## src/rtl/fetch_sequencer.sv

```systemverilog
// Fetch sequencer: owns the PC and moves one instruction at a time from imem to decode.
// Optional FETCH_PERF_EN adds saturating fetched/squashed/stall counters.
module fetch_sequencer #(
    parameter logic [15:0] RESET_PC = 16'h0000,
    parameter logic [7:0]  MAX_WAIT = 8'd255
) (
    input  logic        clk,
    input  logic        rst,
    output logic        imem_req,
    output logic [15:0] imem_addr,
    input  logic        imem_ready,
    input  logic        imem_valid,
    input  logic [15:0] imem_data,
    input  logic        dec_stall,
    input  logic        redirect,
    input  logic [15:0] redirect_pc,
    input  logic        halt,
    output logic        inst_valid,
    output logic [15:0] inst,
    output logic [15:0] inst_pc,
    output logic [15:0] pc_inc,
    output logic        pc_overflow,
    output logic        halted,
    output logic        imem_timeout
`ifdef FETCH_PERF_EN
    ,
    output logic [15:0] perf_fetched,
    output logic [15:0] perf_squashed,
    output logic [15:0] perf_stall
`endif
);

    typedef enum logic [2:0] {IDLE, REQ, WAIT, OUT, DRAIN, HALT} state_t;

    state_t      state;
    logic [15:0] pc;
    logic        halt_pend;
    logic [7:0]  wait_cnt;
    logic [16:0] pc_sum;
    logic        waiting;

    assign pc_sum     = {1'b0, pc} + 17'd2;
    assign waiting    = (state == WAIT) || (state == DRAIN);
    assign inst_valid = (state == OUT) && !redirect;

    always_ff @(posedge clk or negedge rst) begin
        if (!rst) begin
            state        <= IDLE;
            pc           <= RESET_PC;
            halt_pend    <= 1'b0;
            wait_cnt     <= 8'd0;
            imem_req     <= 1'b0;
            imem_addr    <= 16'h0000;
            inst         <= 16'h0000;
            inst_pc      <= 16'h0000;
            pc_inc       <= 16'h0000;
            pc_overflow  <= 1'b0;
            halted       <= 1'b0;
            imem_timeout <= 1'b0;
        end else begin
            case (state)
                IDLE: begin
                    state     <= REQ;
                    imem_req  <= 1'b1;
                    imem_addr <= pc;
                end
                REQ: begin
                    if (redirect) begin
                        pc <= redirect_pc;
                        if (imem_ready) begin
                            // the old request is already in flight; its response must be dropped
                            state    <= DRAIN;
                            imem_req <= 1'b0;
                        end else begin
                            imem_addr <= redirect_pc;
                        end
                    end else if (imem_ready) begin
                        state    <= WAIT;
                        imem_req <= 1'b0;
                        if (halt)
                            halt_pend <= 1'b1;
                    end else if (halt) begin
                        state    <= HALT;
                        imem_req <= 1'b0;
                        halted   <= 1'b1;
                    end
                end
                WAIT: begin
                    if (halt)
                        halt_pend <= 1'b1;
                    if (redirect) begin
                        pc <= redirect_pc;
                        if (!imem_valid) begin
                            state <= DRAIN;
                        end else if (halt_pend) begin
                            state  <= HALT;
                            halted <= 1'b1;
                        end else begin
                            state     <= REQ;
                            imem_req  <= 1'b1;
                            imem_addr <= redirect_pc;
                        end
                    end else if (imem_valid) begin
                        if (halt_pend) begin
                            state  <= HALT;
                            halted <= 1'b1;
                        end else begin
                            state                 <= OUT;
                            inst                  <= imem_data;
                            inst_pc               <= pc;
                            {pc_overflow, pc_inc} <= pc_sum;
                        end
                    end
                end
                DRAIN: begin
                    if (halt)
                        halt_pend <= 1'b1;
                    if (redirect)
                        pc <= redirect_pc;
                    if (imem_valid) begin
                        if (halt_pend) begin
                            state  <= HALT;
                            halted <= 1'b1;
                        end else begin
                            state     <= REQ;
                            imem_req  <= 1'b1;
                            imem_addr <= redirect ? redirect_pc : pc;
                        end
                    end
                end
                OUT: begin
                    if (redirect) begin
                        pc        <= redirect_pc;
                        state     <= REQ;
                        imem_req  <= 1'b1;
                        imem_addr <= redirect_pc;
                    end else if (!dec_stall) begin
                        pc <= pc_inc;
                        if (halt || halt_pend) begin
                            state  <= HALT;
                            halted <= 1'b1;
                        end else begin
                            state     <= REQ;
                            imem_req  <= 1'b1;
                            imem_addr <= pc_inc;
                        end
                    end
                end
                HALT: begin
                    imem_req <= 1'b0;
                end
                default: begin
                    state    <= IDLE;
                    imem_req <= 1'b0;
                end
            endcase

            // the wait budget spans WAIT and DRAIN together; only a response ends it
            if (waiting && !imem_valid) begin
                if (wait_cnt != 8'hFF)
                    wait_cnt <= wait_cnt + 8'd1;
                if (({1'b0, wait_cnt} + 9'd1) >= {1'b0, MAX_WAIT})
                    imem_timeout <= 1'b1;
            end else begin
                wait_cnt <= 8'd0;
            end
        end
    end

`ifdef FETCH_PERF_EN
    logic fetch_ev;
    logic squash_ev;
    logic stall_ev;

    function automatic logic [15:0] sat_inc(input logic [15:0] v);
        return (v == 16'hFFFF) ? v : v + 16'd1;
    endfunction

    assign fetch_ev  = inst_valid && !dec_stall;
    assign squash_ev = ((state == WAIT) && imem_valid && (redirect || halt_pend)) ||
                       ((state == DRAIN) && imem_valid) ||
                       ((state == OUT) && redirect);
    assign stall_ev  = (state == OUT) && dec_stall;

    always_ff @(posedge clk or negedge rst) begin
        if (!rst) begin
            perf_fetched  <= 16'h0000;
            perf_squashed <= 16'h0000;
            perf_stall    <= 16'h0000;
        end else begin
            if (fetch_ev)
                perf_fetched <= sat_inc(perf_fetched);
            if (squash_ev)
                perf_squashed <= sat_inc(perf_squashed);
            if (stall_ev)
                perf_stall <= sat_inc(perf_stall);
        end
    end
`endif

endmodule

```

## config.mk

```make
export PLATFORM = sky130hd
export DESIGN_NAME = fetch_sequencer
export DESIGN_NICKNAME = d
export VERILOG_FILES = /design/src/rtl/fetch_sequencer.sv
export SDC_FILE = /design/constraint.sdc
export NUM_CORES = 1
export LEC_CHECK = 0
export ABC_AREA = 1
export CAP_MARGIN = 20
export CORE_MARGIN = 2
export CORE_UTILIZATION = 30
export DETAILED_ROUTE_END_ITERATION = 16
export MAX_ROUTING_LAYER = met4
export PLACE_DENSITY = 0.51
export SYNTH_ARGS = -nofsm -noshare
export SYNTH_HDL_FRONTEND = slang
export SYNTH_SLANG_ARGS = --single-unit
```

## constraint.sdc

```tcl
create_clock -name clk -period 2.3 [get_ports clk]
set_input_delay 0.69 -clock clk [delete_from_list [all_inputs] [get_ports clk]]
set_output_delay 0.69 -clock clk [all_outputs]
set_load 0.02 [all_outputs]
```

==> summary.txt, run 1 <==
Yosys
  – Post-Syn Area: 5350 µm²
  – Number of enable-type register cells in the synthesized netlist: 0
  – Post-synthesis cell type count: 33
  – Number of standard cells after synthesis: 740
  – Yosys warnings: 0
  – Async set or reset register ratio after synthesis: 100%
  – Post-synthesis net count: around 780
  – Register bit count reported by yosys: 95
  – Syn Area/Cell: 7.23 µm²
  – Share of synthesized area occupied by flip-flops and latches: around 44%
  – Most used flip-flop cell after synthesis: sky130_fd_sc_hd__dfrtp_1

Timing
  – Final cycle utilization of the critical path: around nine tenths
  – Tmin final: ~2.1 ns
  – Total Negative Setup Slacks: 0 ns
  – Fin Clk Skew: 0.00828 ns
  – Setup violations, final: 0
  – Least-Margin Pin Slew: about 0.43 ns
  – Max Transition Viols Final: 0
  – Worst slew margin relative to its limit: around 70%
  – Min Hold Slack: 0.211 ns
  – Achievable Freq: slightly below 500 MHz
  – Setup repair after global routing missed its margin: false
  – Endpoints failing hold: 0

Drt
  – Highest metal used: met4
  – DRC: 0
  – Routed via count divided by cell count: roughly 4.8
  – Detail Route Antenna Nets: 0
  – Via count: approximately 5,300
  – First-pass iteration count of the detailed router: 4
  – WL/cell: about 15 µm
  – DRT iter0 DRCs: approximately 350
  – Met2 wire length: between 7 and 8 mm
  – Total length of routed met3 wires: around 730 µm
  – Wirelength, routed: between 15 and 20 mm
  – Metal1 wirelength: ~7.8 mm

Global route
  – First-pass GRT wire length: roughly 27 mm
  – Antenna violations before repair: 0
  – Vias in the first global route: slightly above 5,000
  – Total overflow reported by the global router: 0
  – Total GRT Usage: 19.1%
  – Maximum number of pins on one net before global-route repair: 42

Cells and area
  – Final design utilization: 42.1%
  – Total inserted antenna cells: 0
  – Fin cells: 1,106
  – Synth-to-layout area growth: 36.5%
  – Fraction of layout cells with a size suffix above 1: 10.2%
  – Final design instance area without fill: 7300 µm²
  – Number of nets in the layout: ~900

Power
  – Leakage dissipation: about 3.6 nW
  – Peak supply drop: 0.392 mV
  – Sequential Power Share: 31.2%
  – Switching Share: 43.2%
  – Clk pwr share: between 20% and 30%
  – Cell-internal power: around 4.3 mW
  – Switching power summed over all nets: approximately 3.3 mW
  – Combinational share of power: a little under half
  – Power per unit of standard cell area: roughly 1000 nW/µm²

Worst setup path
  – Crit path launch type: register
  – Data arrival, critical path: 1.39 ns
  – Largest delay share family, worst path: buffers and inverters
  – Critical path class: register to output pin
  – Bufs and invs on worst path: 1
  – Worst R2R Path Depth: 11
  – Critical Path Sink Type: output pin
  – Crit path max-delay cell type: sky130_fd_sc_hd__clkdlybuf4s50_1
  – Cells traversed along the worst timing path: clkdlybuf4s50_1
  – Required time of the critical path: between 1.5 and 2 ns
  – Critical path depth: 1
  – Largest fanout on the critical path: 3
  – Critical path's largest stage delay: roughly 0.63 ns

Placed design
  – Estimated wirelength of the detail-placed design: 11.7 mm
  – Placed cells: roughly 1,100
  – Port Buf Inserts: 107
  – Final weighted congestion in routability-driven placement: around 0.85
  – Instance area after placement: between 7000 and 8000 µm²

CTS
  – CTS root buffer: sky130_fd_sc_hd__clkbuf_16
  – TritonCTS clock tree: built
  – Hold-fix buffers, CTS: 0
  – Number of CTS-inserted buffers: 9
  – Clk Latency, worst-skew pair: 0.35 ns
  – Depth of the CTS H-tree: 3
  – Reg clk slew, reported paths: 0.07 ns
  – Clock tree buffer depth: 2
  – Clock sink count: 95

Die
  – Die area: 18,900 µm²
  – Die Span Y: ~140 µm
  – CORE AREA: 17,400 µm²
  – I/O pin count: approximately 110
  – DIE WIDTH: approximately 140 µm
  – Starting utilization of the core area: 30.8%
  – Cell row count: 48

Status
  – Status: completed

Run
  – Max-capacitance violation count: 0

Min path
  – Worst min-delay path class: primary input to async pin
power by group through the flow:
stage               sequential (mW)  clock, mW  combinational [mW]
floorplan                      2.47          0                2.21
global placement               2.39          0                3.62
detailed placement             2.39          0                3.65
CTS                            2.36       1.62                3.66
global route                   2.41       1.69                4.08
finish                         2.36       1.57                3.63
cell usage after synthesis (2+ instances only):
| master | number | area share (%) |
|---|---|---|
| sky130_fd_sc_hd__nand4_1 | 5 | 0.58 |
| sky130_fd_sc_hd__o21ai_0 | 55 | 5.1 |
| sky130_fd_sc_hd__o21a_1 | 2 | 0.28 |
| sky130_fd_sc_hd__clkbuf_1 | 9 | 0.63 |
| sky130_fd_sc_hd__dfrtp_1 | 95 | 44 |
| sky130_fd_sc_hd__o21bai_1 | 3 | 0.42 |
| sky130_fd_sc_hd__buf_2 | 14 | 1.3 |
| sky130_fd_sc_hd__nand2_4 | 6 | 1.3 |
| sky130_fd_sc_hd__ha_1 | 3 | 0.70 |
| sky130_fd_sc_hd__buf_4 | 4 | 0.56 |
| sky130_fd_sc_hd__nand3_1 | 81 | 7.6 |
| sky130_fd_sc_hd__nor2_2 | 2 | 0.23 |
| sky130_fd_sc_hd__inv_2 | 6 | 0.42 |
| sky130_fd_sc_hd__nand2_1 | 278 | 20 |
| sky130_fd_sc_hd__nand3_2 | 2 | 0.37 |
| sky130_fd_sc_hd__nand2_2 | 3 | 0.35 |
| sky130_fd_sc_hd__o31ai_1 | 3 | 0.42 |
| sky130_fd_sc_hd__nand3b_1 | 2 | 0.28 |
| sky130_fd_sc_hd__o21ai_1 | 3 | 0.28 |
| sky130_fd_sc_hd__inv_1 | 55 | 3.9 |
| sky130_fd_sc_hd__nor3_1 | 5 | 0.47 |
| sky130_fd_sc_hd__buf_6 | 4 | 0.84 |
| sky130_fd_sc_hd__nor2_1 | 32 | 2.2 |
| sky130_fd_sc_hd__xor2_1 | 3 | 0.49 |
| sky130_fd_sc_hd__a21oi_1 | 54 | 5.1 |
| sky130_fd_sc_hd__nor2_4 | 4 | 0.84 |
layer usage:
metal | vias to the layer above | global-route usage, %
li1 | 2660 | -
met1 | 2464 | 25.6
met2 | 115 | 29.4
met3 | 18 | 2.61
met4 | 0 | 7.27
met5 | - | -
flip-flops by register name (all words and copies together) (netlist names):
name and cells:
halt_pend 1, imem_req 1, imem_timeout 1, pc 16, pc_overflow 1, wait_cnt 8
halted 1, imem_addr 16, inst_pc 16, inst 16, pc_inc 15, state 3
area by class of cell:
cell class,instances,area [µm²]
Multi-Input combinational cell,552,2560
Inverter,62,233
Clock buffer,14,264
Timing Repair Buffer,156,1550
Fill cell,1808,10100
Tap cell,225,282
Sequential cell,95,2380
Clock inverter,2,38.8
stage by stage:
step / total power, mW / setup slack, ns
2_1_floorplan: 4.68 / 0.284
4_1_cts: 7.65 / 0.197
3_5_place_dp: 6.04 / -0.346
3_3_place_gp: 6.02 / -0.342
5_1_grt: 8.18 / 0.135
6_report: 7.57 / 0.218
placed cells by master, fill, tap and decap left out, drive strengths merged, types with 2 or more instances in the layout:
cell	instances
a21oi	54
buf	50
clkbuf	14
clkdlybuf4s50	104
clkinv	2
dfrtp	95
ha	3
inv	61
nand2	288
nand3	84
nand3b	2
nand4	6
nor2	38
nor3	5
o21a	2
o21ai	58
o21bai	3
o31ai	3
xor2	3
cell families (layout without fill, tap and decap cells):
group,count (synthesis),in the layout,synth area share [%]
adder cells (fa/ha/maj),3,3,0.702
AND/OR/NAND/NOR,423,423,34.7
AO/OA/AOI/OAI,122,122,11.9
buffers and inverters,93,234,7.69
flip-flops,95,95,44.4
XOR/XNOR,4,4,0.655
what timing repair did:
action	4_1_cts	5_1_grt
setup buffers	0	0
resized for setup	4	0
endpoints found under the setup margin	1	0
final timing paths:
path	startpoint	endpoint	slack, ns
setup reg to reg	state[2]	imem_addr[10]	0.53
min in group clk	inst[13]	inst[13]	0.47
hold / removal	rst	wait_cnt[3]	0.21
max in group asynchronous	rst	imem_addr[0]	1.54
hold reg to reg	inst[13]	inst[13]	0.47
setup / recovery	pc_inc[2]	pc_inc[2]	0.22
(Power assumes the default switching activity.)
==> run 2: changes to the inputs <==
--- a/config.mk
+++ b/config.mk
@@ -15,3 +15,4 @@
 export SYNTH_ARGS = -nofsm -noshare
 export SYNTH_HDL_FRONTEND = slang
 export SYNTH_SLANG_ARGS = --single-unit
+export TNS_END_PERCENT = 10
==> results of run 2 <==
No change in the layout: final DEF, timing and power equal those of run 1.
==> run 3: changes to the inputs <==
--- a/config.mk
+++ b/config.mk
@@ -10,6 +10,7 @@
 export CORE_MARGIN = 2
 export CORE_UTILIZATION = 30
 export DETAILED_ROUTE_END_ITERATION = 16
+export HOLD_SLACK_MARGIN = 0.12
 export MAX_ROUTING_LAYER = met4
 export PLACE_DENSITY = 0.51
 export SYNTH_ARGS = -nofsm -noshare
==> results of run 3 <==
No change in the layout: final DEF, timing and power equal those of run 1.
